[src/rtl/onehot_encoder_pkg.sv]
// Shared definitions for the registered 4-to-2 one-hot encoder: code constants,
// buffer state encoding and the {code, err} entry layout.
package onehot_encoder_pkg;

    localparam logic [1:0] IDX0 = 2'd0;
    localparam logic [1:0] IDX1 = 2'd1;
    localparam logic [1:0] IDX2 = 2'd2;
    localparam logic [1:0] IDX3 = 2'd3;

    localparam int ENTRY_W = 3;

    typedef enum logic [1:0] {
        EMPTY = 2'd0,
        ONE   = 2'd1,
        TWO   = 2'd2
    } state_e;

    typedef struct packed {
        logic [1:0] code;
        logic       err;
    } entry_t;

endpackage

[src/rtl/onehot_enc_core.sv]
// Combinational priority encoder: 4-bit one-hot word to 2-bit index plus an
// error flag for a zero word or a word with more than one bit set.
module onehot_enc_core
    import onehot_encoder_pkg::*;
(
    input  logic [3:0] onehot,
    output logic [1:0] code,
    output logic       err
);

    // Highest set bit wins, so malformed words still map to a defined index.
    always_comb begin
        code = IDX0;
        if (onehot[3]) begin
            code = IDX3;
        end else if (onehot[2]) begin
            code = IDX2;
        end else if (onehot[1]) begin
            code = IDX1;
        end
        err = ($countones(onehot) != 1);
    end

endmodule

[src/rtl/onehot_encoder.sv]
// Registered 4-to-2 one-hot encoder with a 2-entry output FIFO and valid/ready on
// both sides. Define ONEHOT_ENCODER_ERRCNT_EN to add clr_cnt/err_cnt error counting.
module onehot_encoder
    import onehot_encoder_pkg::*;
#(
    parameter int CNT_W = 8
) (
    input  logic             clk,
    input  logic             rst_n,
    input  logic             in_valid,
    output logic             in_ready,
    input  logic [3:0]       in_onehot,
    output logic             out_valid,
    input  logic             out_ready,
    output logic [1:0]       out_code,
    output logic             out_err
`ifdef ONEHOT_ENCODER_ERRCNT_EN
    ,
    input  logic             clr_cnt,
    output logic [CNT_W-1:0] err_cnt
`endif
);

    generate
        if (CNT_W < 1 || CNT_W > 16) begin : g_bad_cnt_w
            $error("onehot_encoder: CNT_W must be within 1..16");
        end
    endgenerate

    state_e state_q, state_d;
    entry_t head_q, head_d;
    entry_t tail_q, tail_d;
    logic   in_ready_q, in_ready_d;
    entry_t entry_in;
    logic   accept;
    logic   drain;

    onehot_enc_core u_core (
        .onehot (in_onehot),
        .code   (entry_in.code),
        .err    (entry_in.err)
    );

    assign accept = in_valid && in_ready_q;
    assign drain  = out_valid && out_ready;

    // State register
    always_ff @(posedge clk or negedge rst_n) begin
        if (!rst_n) begin
            state_q    <= EMPTY;
            head_q     <= '0;
            tail_q     <= '0;
            in_ready_q <= 1'b1;
        end else begin
            state_q    <= state_d;
            head_q     <= head_d;
            tail_q     <= tail_d;
            in_ready_q <= in_ready_d;
        end
    end

    // Next-state and storage update
    always_comb begin
        state_d = state_q;
        head_d  = head_q;
        tail_d  = tail_q;
        case (state_q)
            EMPTY: begin
                if (accept) begin
                    state_d = ONE;
                    head_d  = entry_in;
                end
            end
            ONE: begin
                if (accept && drain) begin
                    head_d = entry_in;
                end else if (accept) begin
                    state_d = TWO;
                    tail_d  = entry_in;
                end else if (drain) begin
                    state_d = EMPTY;
                end
            end
            TWO: begin
                // in_ready is low here, so only a drain can move the buffer.
                if (drain) begin
                    state_d = ONE;
                    head_d  = tail_q;
                end
            end
            default: begin
                state_d = EMPTY;
            end
        endcase
        in_ready_d = (state_d != TWO);
    end

    // Outputs
    always_comb begin
        out_valid = (state_q != EMPTY);
        out_code  = head_q.code;
        out_err   = head_q.err;
        in_ready  = in_ready_q;
    end

`ifdef ONEHOT_ENCODER_ERRCNT_EN
    localparam logic [CNT_W-1:0] CNT_MAX = {CNT_W{1'b1}};

    logic [CNT_W-1:0] err_cnt_q, err_cnt_d;

    // Clear has priority over an increment in the same cycle.
    always_comb begin
        err_cnt_d = err_cnt_q;
        if (clr_cnt) begin
            err_cnt_d = '0;
        end else if (accept && entry_in.err && (err_cnt_q != CNT_MAX)) begin
            err_cnt_d = err_cnt_q + 1'b1;
        end
    end

    always_ff @(posedge clk or negedge rst_n) begin
        if (!rst_n) begin
            err_cnt_q <= '0;
        end else begin
            err_cnt_q <= err_cnt_d;
        end
    end

    assign err_cnt = err_cnt_q;
`endif

endmodule
[config.mk]
export PLATFORM = sky130hd
export DESIGN_NAME = onehot_encoder
export DESIGN_NICKNAME = d
export VERILOG_FILES = /design/src/rtl/onehot_encoder_pkg.sv /design/src/rtl/onehot_enc_core.sv /design/src/rtl/onehot_encoder.sv
export SDC_FILE = /design/constraint.sdc
export NUM_CORES = 1
export LEC_CHECK = 0
export ABC_AREA = 0
export CAP_MARGIN = 20
export CELL_PAD_IN_SITES_DETAIL_PLACEMENT = 2
export CELL_PAD_IN_SITES_GLOBAL_PLACEMENT = 2
export CORE_MARGIN = 2
export CORE_UTILIZATION = 30
export CTS_CLUSTER_DIAMETER = 60
export DETAILED_ROUTE_END_ITERATION = 7
export HOLD_SLACK_MARGIN = 0.15
export PLACE_DENSITY = 0.75
export SYNTH_ARGS = -nofsm -noshare
export SYNTH_HDL_FRONTEND = slang
export SYNTH_SLANG_ARGS = --single-unit
[constraint.sdc]
create_clock -name clk -period 1.7 [get_ports clk]
set_input_delay 0.17 -clock clk [delete_from_list [all_inputs] [get_ports clk]]
set_output_delay 0.17 -clock clk [all_outputs]
set_load 0.05 [all_outputs]
==> results of run 1 <==
## per-stage QoR
| step | TNS, ns | hold WS (ns) | setup slack (ns) |
|---|---|---|---|
| 6_report | 0 | 0.201 | 0.0366 |
| 3_3_place_gp | -1.25 | 0.493 | -0.750 |
| 4_1_cts | -0.0580 | 0.219 | -0.0580 |
| 3_5_place_dp | -1.39 | 0.501 | -0.825 |
| 2_1_floorplan | -0.0690 | -0.126 | -0.0690 |
| 5_1_grt | 0 | 0.238 | 0.000870 |
## layout make-up
cell class / count / area, um2 / share of cell area, %
inverter: 7 / 43.8 / 5.21
clock buffer: 4 / 26.3 / 3.13
tap: 25 / 31.3 / 3.72
multi-input combinational: 32 / 357 / 42.4
timing repair buffer: 19 / 156 / 18.6
sequential: 9 / 226 / 26.9
## worst paths after layout
path                                to  slack, ns
setup / recovery               out_err       0.04
hold reg to reg                out_err       0.51
hold / removal              state_q[1]       0.20
min in group clk             tail_q[2]       0.30
max in group asynchronous     in_ready       1.17
setup reg to reg           out_code[1]       0.18
## registers in the layout (all words and copies together), names as in the netlist
| register | flops |
|---|---|
| out_err | 1 |
| in_ready | 1 |
| out_code | 2 |
| tail_q | 3 |
| state_q | 2 |
## report_power, final
| group | total [uW] | switching (uW) | internal (uW) |
|---|---|---|---|
| clock network | 166 | 75.7 | 90.3 |
| logic | 629 | 344 | 284 |
| registers | 381 | 73.9 | 307 |
| total | 1180 | 494 | 682 |
## per-layer routing
layer	share of wire [%]	up-vias	GRT usage [%]
li1	-	207	-
met1	41	211	16.3
met2	54	10	24.6
met3	3.0	2	1.13
met4	1.5	0	6.67
met5	0	-	0
## synth_stat cells (2+ instances only)
master	instances	share of area, %
sky130_fd_sc_hd__dfrtp_1	8	35
sky130_fd_sc_hd__mux2i_1	4	7.1
sky130_fd_sc_hd__nor2_1	2	1.3
sky130_fd_sc_hd__mux2_2	3	6.0
sky130_fd_sc_hd__ha_1	4	8.8
sky130_fd_sc_hd__inv_1	7	4.6
sky130_fd_sc_hd__nand2_1	2	1.3
sky130_fd_sc_hd__or2_2	2	2.2
## cell families (layout without fill, tap and decap cells)
group	after synthesis	count (layout)	synth area share, %
flops	9	9	40.0
buf+inv	8	30	5.96
compound gates	5	5	8.17
fa+ha+maj	5	5	12.4
simple gates	13	13	15.9
mux	9	9	17.7
## what timing repair did
action | CTS | global route
pin swaps | 5 | 1
gates cloned | 0 | 0
resized for setup | 19 | 1
endpoints found under the setup margin | 2 | 1
==> results.md, run 1 <==
- In this run the static leakage power is 0.000368 uW.
- Derived from the worst setup path, the maximum achievable clock frequency is 0.601 GHz.
- The number of buffers and inverters on the critical path is 3.
- For the worst-skew pair, the clock arrives at the later sink with an insertion delay of 0.26 ns.
- The synthesized netlist cell count is 49.
- Cells fill 48.2% of the core in the end.
- The placer congestion estimate is 0.669.
- The flow ran to the end, and the final reports show no timing, DRC or antenna violations.
- Counting flops and latches in the post-synthesis netlist gives 9.
- The finished layout holds 96 standard cells, fillers aside.
- The clock drives 9 sinks.
- In this run the worst hold path is classified as in2async.
- For this design the ratio of total power to cell area is 1400 nW/um2.
- The total number of nets in the final design is 85.
- The sequential area share after synthesis is 40.0%.
- For the worst setup path, the data arrival time is 1.80 ns.
- The library cell used most frequently in the layout, excluding fill and tap cells, is sky130_fd_sc_hd__buf_4.
- The start point of the critical path is in_onehot[3].
- For this run, the slowest stage of the critical path takes 0.48 ns.
- The worst register-to-register path begins at in_ready.
- The proportion of synthesized flip-flops having asynchronous set or reset is 100%.
- The via density per instance is 4.48.
- The clock-pin slew on the worst setup and hold paths is 0.07 ns.
- The number of violations reported at the end of detailed-routing iteration 0 is 1.
- The number of rows in the core area is 15.
- For this run, the leading register cell type out of synthesis is sky130_fd_sc_hd__dfrtp_1.
- The ratio of cells with drive above 1 in the final layout is 49.3%.
- The post-route clock skew is 0.0102 ns.
- From synthesis to final layout, the design area changed by 48.3%.
- Summing every instance area after synthesis gives 567 um2.
- After layout, the minimum clock period comes to 1.66 ns.
- The area of the placeable core is 1750 um2.
- The tree is rooted in a sky130_fd_sc_hd__clkbuf_4.
- For this design the top-level I/O count stands at 13.
- The cell area after layout is 841 um2.
- Counting the fill cells in the layout gives 198.
- The area enclosed by the die boundary is 2250 um2.
- The total overflow left after global routing is 0.
- Setup repair after global routing left no endpoint under its margin.
- In this run the number of H-tree levels came out at 1.
- The standard cell with the maximum stage delay on the critical path is sky130_fd_sc_hd__fa_1.
- Traced cell by cell, the critical path runs through buf_4, inv_6, ha_4, ha_4, inv_2, fa_1, nand3_2, mux2_4, mux2_4.
- In this run the deepest clock path goes through 2 buffers.
- Yosys mapped the design onto 25 distinct sky130hd cell types.
- The worst slew margin relative to its limit is 66.5%.
- The final-report max-slew violation count is 0.
- The maximum number of pins on one net before global-route repair is 10.
- The post-synthesis net count is 62.
- In this run, synthesis inferred 0 flip-flops with an integrated enable.
- The worst setup path is captured at a register.
- STA classifies the critical path startpoint as a primary input.
- The count of input and output buffers is 12.
- The post-detailed-placement cell area is 828 um2.
- The power after layout is 1180 uW.
- The final-report hold violation count is 0.
- The detail route stage leaves a number of antenna-violating nets equal to 0.
- The Yosys warning count is 0.
- The first detailed-routing pass took 3 iterations.
- The die width is 47.5 um.
- The maximum vdd ir drop is 0.481 mV.
- Hold repair after CTS inserted 0 buffers.
- The antenna diode count is 0.
- The buffers inserted during post-CTS setup optimization is 0.
- The critical path class is in2reg.
- The count of max-cap constraint violations is 0.
- The DRC violations left is 0.
- The number of placed cells counting well taps is 93.
- The placed wire-length estimate is 1040 um.
- The routed via count is 430.
- Summed over all layers, the routed wires come to 1260 um.
- The die extent in y is 47.5 um.
- The first global-routing pass estimated 2130 um of wire.
- The path length in cells of the critical path is 9.
- In the layout the commonest cells are sky130_fd_sc_hd__buf_4, sky130_fd_sc_hd__dfrtp_1, sky130_fd_sc_hd__clkdlybuf4s50_1.
- The average wire length per cell after detail routing is 13.1 um.
- For this run, the total global-route usage over all layers was measured as 13.7%.
- For this configuration, the core starts out at a cell density of 32.5%.
- The worst path required time is 1.84 ns.
- Setup violations remaining at the end of the flow were counted as 0.
- The post-synthesis area per instance is 11.6 um2.
- The worst-case reg-to-reg path depth is 3.
- Dividing the final minimum period by the clock period gives 97.8%.
- The critical path's top delay family is adder cells.
- The transition at the pin with the smallest max-transition slack is 0.502 ns.
- The initial antenna violation count was 0.
- The via count of the first global-routing pass is 480.
- TritonCTS built the clock tree.
- The peak fanout along the critical path is 2.
- The number of CTS-inserted buffers is 3.
Power figures use the tool's default switching activity.
==> run 2: changes to the inputs <==
- MAX_ROUTING_LAYER: unset -> met4
==> run 2 against run 1 <==
Effect of this change: first-iteration DRC count is the same; wire length is the same; sequential share of layout area unchanged; largest cell class unchanged; combinational power hardly changed; maximum frequency about the same; register-to-register slack barely moved; largest power group unchanged; sequential cell count unchanged.
==> results.md, run 2 (synthesis results as in run 1) <==
- The run finished with clean final reports.
- The routed via count came to 430 (unchanged).
- The most flop-heavy register is tail_q.
- The count of input and output buffers is 12 (unchanged).
- The top-level port count is 13 (unchanged).
- The total number of nets in the final design is 85 (unchanged).
- The number of rows in the core area was 15 (unchanged).
- The clock-pin slew on the worst setup and hold paths was 0.07 ns (about the same).
- The die width is 47.5 um (unchanged).
- Setup repair after global routing left no endpoint under its margin.
- The antenna diode count is 0 (unchanged).
- The power share of the sequential group was 32.4% (about the same).
- The cell area power density is 1400 nW/um2 (about the same).
- The fraction of power spent switching nets came to 42.0% (about the same).
- The area enclosed by the die boundary is 2250 um2 (unchanged).
- The kind of cell with the highest combined delay along the critical path is adder cells.
- The worst slew margin relative to its limit is 66.5% (about the same).
- The placed wire-length estimate is 1040 um (unchanged).
- The worst setup path is captured at a register.
- The peak fanout along the critical path came to 2 (unchanged).
- The initial cell density of the core is 32.5% (unchanged).
- The proportion of power drawn by combinational gates is 53.5% (about the same).
- The count of buffer and inverter cells on the critical path is 3 (unchanged).
- The final-report max-slew violation count is 0 (unchanged).
- The time the worst path needs with I/O delays and setup is 1.66 ns (+0.0000990 ns).
- The number of flip-flops under the largest register name is 3 (unchanged).
- The clock network latency to the later pin of the worst-skew pair is 0.26 ns (about the same).
- The ratio of cells with drive above 1 in the final layout is 49.3% (unchanged).
- The detailed-routing iteration count for the pre-antenna-repair pass is 3 (unchanged).
- The endpoint arrival time on the critical path came to 1.80 ns (about the same).
- The share of total power in the clock network is 14.1% (about the same).
- The fmax is 0.601 GHz (about the same).
- The buffers inserted during post-CTS setup optimization is 0 (unchanged).
- The library cell used most frequently in the layout, excluding fill and tap cells, is sky130_fd_sc_hd__buf_4.
- The number of filler instances in the final layout is 198 (unchanged).
- The via density per instance is 4.48 (unchanged).
- The maximum number of pins on one net before global-route repair is 10 (unchanged).
- The tree is rooted in a sky130_fd_sc_hd__clkbuf_4.
- The placer congestion estimate is 0.676 (+0.97%).
- The total of hold buffers inserted after clock tree synthesis came to 0 (unchanged).
- The average wire length per cell after detail routing is 13.1 um (unchanged).
- In the layout the commonest cells are sky130_fd_sc_hd__buf_4, sky130_fd_sc_hd__dfrtp_1, sky130_fd_sc_hd__clkdlybuf4s50_1.
- The setup violation total in the final timing report is 0 (unchanged).
- The first-pass GRT wire length was 2130 um (unchanged).
- TritonCTS built the clock tree.
- The number of levels the H-tree was split into is 1 (unchanged).
- The number of violations reported at the end of detailed-routing iteration 0 is 1 (unchanged).
- The signed area change from the synthesized netlist to the final layout came to 48.3% (unchanged).
- The part of the cycle the worst path needs is 97.9% (about the same).
- The initial antenna violation count is 0 (unchanged).
- The final core utilization is 48.2% (unchanged).
- The final-report hold violation count is 0 (unchanged).
- The die extent in y is 47.5 um (unchanged).
- The setup TNS after final layout is 0 ns (unchanged).
- The leakage power summed over all cells is 0.000368 uW (unchanged).
- The via count of the first global-routing pass is 481 (+0.21%).
- The footprint of the multi-input gates came to 357 um2 (unchanged).
- The maximum cell stage delay along the critical path is 0.48 ns (about the same).
- The total grt overflow came to 0 (unchanged).
- The count of max-cap constraint violations is 0 (unchanged).
- The maximum vdd ir drop is 0.481 mV (about the same).
- The worst setup path is of the in2reg kind.
- The design internal power is 682 uW (about the same).
- The transition at the pin with the smallest max-transition slack came to 0.502 ns (-0.0000160 ns).
- The DRC violations left is 0 (unchanged).
- The total routing usage reported by global routing was 14.1% (+0.44 points).
- The number of CTS-inserted buffers is 3 (unchanged).
- The net switching power figure came to 494 uW (about the same).
- The count of antenna-violating nets left after detailed routing is 0 (unchanged).
- The worst path required time is 1.84 ns (about the same).
- The maximum count of clock buffers along a single path is 2 (unchanged).
- The nature of the critical path startpoint is a primary input.
- The critical path goes through buf_4, inv_6, ha_4, ha_4, inv_2, fa_1, nand3_2, mux2_4, mux2_4.
- The path type of the worst min-delay path is in2async.
- The register area is 226 um2 (unchanged).
- The post-route clock skew is 0.0102 ns (+0.0000156 ns).
- The standard cell with the maximum stage delay on the critical path is sky130_fd_sc_hd__fa_1.
- The area of the placeable core was 1750 um2 (unchanged).
- The clock net sink count is 9 (unchanged).
- The total wire length came to 1260 um (unchanged).
[run 2: cell counts in the layout (fill, tap and decap cells not counted)]
Identical to the previous run, type by type.
[run 2: power by group through the flow]
stage	clock network (uW)	registers (uW)	logic, uW
final	166	381	629
after floorplan	0	487	334
after CTS	173	383	643
after detailed placement	0	386	636
after global placement	0	380	616
after global routing	184	396	672
[run 2: what timing repair did]
| item | CTS | global route |
|---|---|---|
| cloned | 0 | 0 |
| endpoints found under the setup margin | 2 | 1 |
| resized for setup | 19 | 1 |
| pin swaps | 5 | 1 |
[run 2: path summary, 6_finish.rpt]
path	startpoint	end	slack, ns	cells after the start
max	in_onehot[3]	out_err	0.04	9
min	rst_n	state_q[1]	0.20	1
max reg2reg	in_ready	out_code[1]	0.18	3
min reg2reg	out_err	out_err	0.51	1
max in group asynchronous	rst_n	in_ready	1.17	1
min in group clk	in_onehot[2]	tail_q[2]	0.30	4
[run 2: metrics by stage]
stage | total power, uW | cell area [um2] | setup WS [ns] | cells | hold WS (ns)
finish | 1180 | 841 | 0.0365 | 96 | 0.201
detailed placement | 1020 | 828 | -0.825 | 93 | 0.501
global route | 1250 | 841 | 0.000873 | 96 | 0.238
floorplan | 821 | 629 | -0.0690 | 49 | -0.126
CTS | 1200 | 850 | -0.0580 | 97 | 0.219
global placement | 997 | 828 | -0.750 | 93 | 0.493
[run 2: layout make-up]
type                       instances  share of cell area [%]
clock buffer                       4                    3.13
inverter                           7                    5.21
multi-input combinational         32                    42.4
sequential                         9                    26.9
tap                               25                    3.72
timing repair buffer              19                    18.6
[run 2: layer usage]
metal | vias to the layer above | track usage (%) | routed length, um
li1 | 207 | - | -
met5 | - | - | 0
met3 | 2 | 1.13 | 38
met4 | 0 | 6.67 | 21
met2 | 10 | 24.6 | 680
met1 | 211 | 16.3 | 518
[run 2: worst reg2reg max path: cells and delay by family, from the launching register on]
family / cells / cell delay [ns]
AO/OA/AOI/OAI: 1 / 0.37
flip-flops: 1 / 0.53
multiplexers: 1 / 0.37
AND/OR/NAND/NOR: 1 / 0.13
==> run 3: changes to the inputs <==
- CAP_MARGIN: 20 -> 10
==> results of run 3 <==
No change in the layout: final DEF, timing and power equal those of run 2.
